===== src/rtl/ili934x_wr_arb.sv =====
// Packet-granular arbiter merging N_REQ LCD write-item streams {is_cmd, byte} into one write engine.
// Requester 0 (init sequencer) has strict priority; requesters 1..N_REQ-1 share a round-robin pointer.
module ili934x_wr_arb #(
  parameter int N_REQ         = 3,
  parameter int STALL_TIMEOUT = 0
) (
  input  logic                       clk,
  input  logic                       rst,
  input  logic [N_REQ-1:0]           req_valid,
  input  logic [N_REQ-1:0][8:0]      req_item,
  input  logic [N_REQ-1:0]           req_last,
  output logic [N_REQ-1:0]           req_ready,
  output logic                       out_valid,
  output logic [8:0]                 out_item,
  input  logic                       out_ready,
  output logic [$clog2(N_REQ)-1:0]   grant_id,
  output logic                       busy,
  output logic                       timeout_err
);
  localparam int GW = $clog2(N_REQ);
  localparam int CW = $clog2(STALL_TIMEOUT + 2);

  typedef enum logic {S_IDLE = 1'b0, S_GRANT = 1'b1} state_t;

  state_t        state_r, state_s;
  logic [GW-1:0] grant_id_r, grant_id_s, rr_ptr_r, rr_ptr_s;
  logic [GW-1:0] winner_s, cand_s, next_rr_s;
  logic [CW-1:0] stall_cnt_r, stall_cnt_s;
  logic          timeout_err_r, timeout_err_s;
  logic          found_s, busy_s, g_valid_s, g_last_s, xfer_s, stall_hit_s, release_s;
  int            cand_idx_s;

  assign busy_s    = (state_r == S_GRANT);
  assign g_valid_s = req_valid[grant_id_r];
  assign g_last_s  = req_last[grant_id_r];
  assign xfer_s    = busy_s && g_valid_s && out_ready;
  assign stall_hit_s = (STALL_TIMEOUT > 0) && busy_s && !g_valid_s &&
                       ((int'(stall_cnt_r) + 1) >= STALL_TIMEOUT);
  assign release_s = (xfer_s && g_last_s) || stall_hit_s;
  // Pointer moves just past the releasing requester, skipping index 0.
  assign next_rr_s = (int'(grant_id_r) == N_REQ - 1) ? GW'(1) : grant_id_r + GW'(1);

  // Winner selection: requester 0 first, else upward search from rr_ptr over 1..N_REQ-1.
  always_comb begin
    found_s    = 1'b0;
    winner_s   = '0;
    cand_idx_s = 0;
    cand_s     = '0;
    if (req_valid[0]) begin
      found_s  = 1'b1;
      winner_s = '0;
    end else begin
      for (int i = 0; i < N_REQ - 1; i++) begin
        cand_idx_s = int'(rr_ptr_r) + i;
        cand_idx_s = (cand_idx_s >= N_REQ) ? cand_idx_s - (N_REQ - 1) : cand_idx_s;
        cand_s     = GW'(cand_idx_s);
        if (!found_s && req_valid[cand_s]) begin
          found_s  = 1'b1;
          winner_s = cand_s;
        end else begin
          found_s  = found_s;
        end
      end
    end
  end

  // Next-state, grant, pointer and stall-counter logic.
  always_comb begin
    state_s       = state_r;
    grant_id_s    = grant_id_r;
    rr_ptr_s      = rr_ptr_r;
    stall_cnt_s   = '0;
    timeout_err_s = 1'b0;
    case (state_r)
      S_IDLE: begin
        if (found_s) begin
          state_s    = S_GRANT;
          grant_id_s = winner_s;
        end else begin
          state_s    = S_IDLE;
        end
      end
      S_GRANT: begin
        if (!g_valid_s && (STALL_TIMEOUT > 0)) begin
          stall_cnt_s = stall_cnt_r + CW'(1);
        end else begin
          stall_cnt_s = '0;
        end
        if (release_s) begin
          state_s       = S_IDLE;
          stall_cnt_s   = '0;
          timeout_err_s = stall_hit_s;
          rr_ptr_s      = (grant_id_r != '0) ? next_rr_s : rr_ptr_r;
        end else begin
          state_s       = S_GRANT;
        end
      end
      default: begin
        state_s = S_IDLE;
      end
    endcase
  end

  // State register with synchronous reset.
  always_ff @(posedge clk) begin
    if (rst) begin
      state_r       <= S_IDLE;
      grant_id_r    <= '0;
      rr_ptr_r      <= GW'(1);
      stall_cnt_r   <= '0;
      timeout_err_r <= 1'b0;
    end else begin
      state_r       <= state_s;
      grant_id_r    <= grant_id_s;
      rr_ptr_r      <= rr_ptr_s;
      stall_cnt_r   <= stall_cnt_s;
      timeout_err_r <= timeout_err_s;
    end
  end

  // Zero-latency forward from the owner; out_item always comes from a selected input.
  always_comb begin
    req_ready = '0;
    if (busy_s) begin
      req_ready[grant_id_r] = out_ready;
    end else begin
      req_ready = '0;
    end
  end

  assign out_valid   = busy_s && g_valid_s;
  assign out_item    = req_item[grant_id_r];
  assign grant_id    = grant_id_r;
  assign busy        = busy_s;
  assign timeout_err = timeout_err_r;

endmodule


===== config.mk =====
export PLATFORM = sky130hd
export DESIGN_NAME = ili934x_wr_arb
export DESIGN_NICKNAME = d
export VERILOG_FILES = /design/src/rtl/ili934x_wr_arb.sv
export SDC_FILE = /design/constraint.sdc
export NUM_CORES = 1
export LEC_CHECK = 0
export CORE_MARGIN = 10
export CORE_UTILIZATION = 28
export CTS_CLUSTER_SIZE = 14
export DETAILED_ROUTE_END_ITERATION = 12
export PLACE_DENSITY = 0.83
export SLEW_MARGIN = 10
export SYNTH_ARGS = -nofsm -noshare
export SYNTH_HDL_FRONTEND = slang
export SYNTH_SLANG_ARGS = --single-unit

===== constraint.sdc =====
create_clock -name clk -period 1.65 [get_ports clk]
set_input_delay 0.165 -clock clk [delete_from_list [all_inputs] [get_ports clk]]
set_output_delay 0.165 -clock clk [all_outputs]
set_load 0.03 [all_outputs]

==> Yosys cells after proc, flatten, opt, wreduce, memory -nomap -nowiden <==
Cells that the tools add are included.
{ "op_classes": {"eq_ne": 1, "bitwise_logic": 2, "addsub": 4, "mux": 26, "magnitude_cmp": 6, "reduce_logical": 9} }
{ "ops": {"columns": ["cell", "n"], "rows": [
  ["$bmux W9 S2", 1],
  ["$mux W2", 6],
  ["$mux W1", 11],
  ["$lt A2 B3 Y1 const B", 3],
  ["$mux W9", 1],
  ["$bmux W1 S2", 4],
  ["$logic_and A1 B1 Y1", 5],
  ["$sub A2 B2 Y2 const B", 2],
  ["$add A2 B1 Y3 const B", 1],
  ["$and A3 B3 Y3", 1],
  ["$ge A3 B2 Y1 const B", 1],
  ["$mux W3", 1],
  ["$reduce_and A3 Y1", 1],
  ["$add A2 B1 Y2 const B", 1],
  ["$demux W1 S2", 1],
  ["$eq A2 B2 Y1 const B", 1],
  ["$ge A2 B1 Y1 const B", 1],
  ["$ge A2 B2 Y1 const B", 1],
  ["$pmux W1 S2", 1],
  ["$reduce_and A2 Y1", 1],
  ["$reduce_bool A2 Y1", 1],
  ["$logic_not A1 Y1", 1],
  ["$not A1 Y1", 1]
]} }
{ "word_totals": {"elab_cells": 51, "regBits": 5, "inputBits": 36, "output_inout_bits": 17} }

==> Longest topological paths before layout <==
{ "depth": {"ltp_word": 12, "mapped_depth": 6, "mapped_depth_nobuf": 4} }

==> Worst setup path before layout <==
No wires, ideal clock.
{ "synth_timing": {"path_type": "reg-to-reg", "start": "register state_r (netlist: busy)", "end": "register rr_ptr_r[0]", "setup_time_ns": 0.058, "t_required_ns": 1.592, "synth_period_minus_slack_ns": 1.975, "stages_incl_launch_ff": 5, "n_path_buf": 0, "arrival_ns": 1.917, "slack_ns": -0.325, "cell_sequence": "dfxtp_1 nand2_1 nor3b_1 and3_1 o22a_1"} }
{ "synth_between": {"elab_chain_len": 4} }
{ "synth_rtl": {"columns": ["element", "line", "rtl"], "rows": [
  ["start, declared", "25", "state_t state_r, state_s;"],
  ["start signal, assigned", "113", "state_r <= state_s;"],
  ["$logic_and A1 B1 Y1 (2 in series)", "36", "assign xfer_s = busy_s && g_valid_s && out_ready;"],
  ["$logic_and A1 B1 Y1", "39", "assign release_s = (xfer_s && g_last_s) || stall_hit_s;"],
  ["$reduce_and A3 Y1 (no line) *", null, null],
  ["end signal, assigned", "115", "rr_ptr_r <= rr_ptr_s;"],
  ["end, declared", "26", "logic [GW-1:0] grant_id_r, grant_id_s, rr_ptr_r, rr_ptr_s;"]
]} }
Every way passes the cells marked *; elsewhere a longest branch is shown, timed or not.
A chain may end at the register's enable or synchronous reset.

==> Final worst setup path <==
{ "layout_timing": {"start": "register state_r (netlist: busy)", "end": "output port busy"} }
{ "layout_rtl": {"columns": ["element", "line", "rtl"], "rows": [
  ["end, declared", "17", "output logic busy,"]
]} }
No word-level cell between the ends.

==> impl_metrics.ini <==
[outcome]
status = completed

[floorplanning]
boundaryPins = 53
die_h_um = 62.9
start_util = 0.298
die-area_um2 = 3950
die_w_um = 62.9
core_area_um2 = 1730
rows = 15

[route]
ant_nets = 0
vias = 726
detail_route.first_pass.iterations = 4
wire_per_inst_um = 15.3
wl_um = 2280
drc_errors = 0
drt_iter0_drc = 18
met1Wirelength_um = 877
routed_via_density = 4.87
dr.max_layer_used = met4
wl_met2_um = 1220
wl_met3_um = 162

[yosys]
synth_seq_cells = 5
yosys_warnings = 0
seq_area_frac_synth = 0.195
synth_top_area_frac = 0.214
synth_top_cell_by_area = mux2i_1
syn-cell-area_um2 = 514
syn_inst = 69
synth-main-ff-cell = dfxtp_1
syn_nets = 105
avgSynthCellArea_um2 = 7.45
synth_edf_count = 0
synth.distinct_cells = 27
synth.area.top_cells = mux2i_1, dfxtp_1, o21ai_0, nand2_1, a21oi_1
synth_common_cells = mux2i_1, nand2_1, o21ai_0, dfxtp_1, nor2_1
yosysMostFrequentCell = mux2i_1
synthArstFlopShare = 0

[placement]
place_area_um2 = 1030
port_buffers = 51
place.gp.congestion = 0.773
dp_hpwl_um = 1920

[timing]
fin_skew_ps = 0.506
rsz0062_at_grt = false
timing.hold.ws_ps = 495
timing.final.hold_violations = 0
min_period_ps = 1580
finalMaxSlewViolations = 0
min_period_over_period = 0.957
setup_viol = 0
fmax_mhz = 633

[global_routing]
grt_pass1_wl_um = 3710
antenna_found_initial = 0
grt_start_max_net_pins = 10
grt_overflow_total = 0
grt.total_usage = 0.117
grt_pass1_vias = 756

[worst_setup_path]
cp_data_arrival_time_ps = 1410
cp-end-kind = output port
critPathSlowestCell = clkdlybuf4s50_1
critPathTopFamily = buffers and inverters
critPathRequiredTime_ps = 1480
cp_cell_sequence = clkdlybuf4s50_1
cp_num_buf_inv = 1
path_max_fanout = 7
max_stage_delay_ps = 730
critPathLaunchType = flop
critPathKind = flop to output port
r2r_slack_ps = 320

[cts]
clkTransAtPathRegs_ps = 40
cts_tree = done
post_cts_buffers = 0
ctsRootBufferMaster = clkbuf_4
cts_sinks = 5
insertion_delay_ps = 240
htree_levels = 1
cts_resized = 0
ctsHoldBuffers = 0
numCtsBuffers = 3
clk_path_buf_depth = 2

[pwr]
switching_power_uw = 197
seqPwrFrac = 0.237
pwr-share-clk = 0.257
swShare = 0.349
powerDensity_nw_per_um2 = 536
p_comb_frac = 0.506
p_int_uw = 368
ir_worst_vdd_mv = 0.424
p_leak_uw = 0.000415
p_total_uw = 565

[finish]
fin_util = 0.610
final_nets = 161
drive_gt1_frac = 0.210
design_area_um2 = 1050
n_antenna_cell = 0
syn_to_final_growth_pct = 105

[min_path]
hold_path_class = flop to flop

[run]
drv_cap = 0
-- power by group through the flow --
stage               clock (µW)  sequential (µW)  combinational (µW)
floorplan                    0              143                 128
global placement             0              135                 283
detailed placement           0              135                 287
CTS                        152              133                 289
global route               161              134                 305
finish                     145              134                 286
-- worst paths after layout --
path | start | end | cells after the start
worst min register to register | rr_ptr_r[1] | rr_ptr_r[1] | 2
worst max register to register | busy | rr_ptr_r[1] | 4
worst min-delay path | rr_ptr_r[1] | rr_ptr_r[1] | 2
worst max-delay path | busy | busy | 1
-- per-layer routing --
layer | global-route usage | up-vias
li1 | - | 353
met1 | 0.115 | 328
met2 | 0.214 | 39
met3 | 0.0412 | 6
met4 | 0.0503 | 0
met5 | 0 | -
-- state kept, by name (all words and copies together) (netlist names) --
signal and flops:
grant_id 2, busy 1, rr_ptr_r 2
-- worst register-to-register path, delay by kind of cell, from the launching register on --
| family | cells | cell delay (ps) |
|---|---|---|
| flip-flops | 1 | 440 |
| AND/OR/NAND/NOR | 3 | 550 |
| AO/OA/AOI/OAI | 1 | 250 |
-- through the flow --
step           instances  setup TNS, ps  setup slack, ps
2_1_floorplan         69           -161            -87.6
3_3_place_gp         145              0              200
3_5_place_dp         145              0              180
4_1_cts              149              0             72.8
5_1_grt              149              0             8.22
6_report             149              0             71.4
-- logic make-up (layout without fill, tap and decap cells) --
logic type,Yosys count,count (layout),synth area share
AOI/OAI and AO/OA,20,20,0.236
buffers and inverters,8,63,0.0924
DFF,5,5,0.195
muxes,11,11,0.214
other,1,1,0.00729
and+or+nand+nor,24,24,0.255
-- cells in the final DEF, fill, tap and decap left out --
master | synthesis | routed
nor2b_2 | 1 | 1
nor3_1 | 1 | 1
o22a_1 | 1 | 1
inv_1 | 3 | 3
nor2_1 | 4 | 4
o31ai_1 | 1 | 1
mux2i_1 | 11 | 11
clkbuf_1 | 0 | 1
a21o_1 | 1 | 1
a211oi_1 | 1 | 1
or2_2 | 1 | 1
a21oi_1 | 3 | 3
dfxtp_1 | 5 | 5
a2111oi_0 | 1 | 1
o21a_1 | 1 | 1
a2bb2oi_1 | 1 | 1
nor3b_2 | 1 | 2
and3b_1 | 1 | 1
and3_1 | 1 | 1
o21ai_0 | 10 | 1
conb_1 | 1 | 1
nor4b_1 | 1 | 1
o21ai_1 | 0 | 9
clkdlybuf4s50_1 | 0 | 37
nand3b_1 | 2 | 2
buf_4 | 2 | 19
nand2_1 | 10 | 10
clkbuf_4 | 0 | 3
-- area by class of cell --
type	instances	area, µm²
fill	161	673
timing repair buffer	56	513
multi-input combinational	56	372
sequential	5	100
tap	25	31.3
clock buffer	4	26.3
inverter	3	11.3
Power figures use the tool's default switching activity.
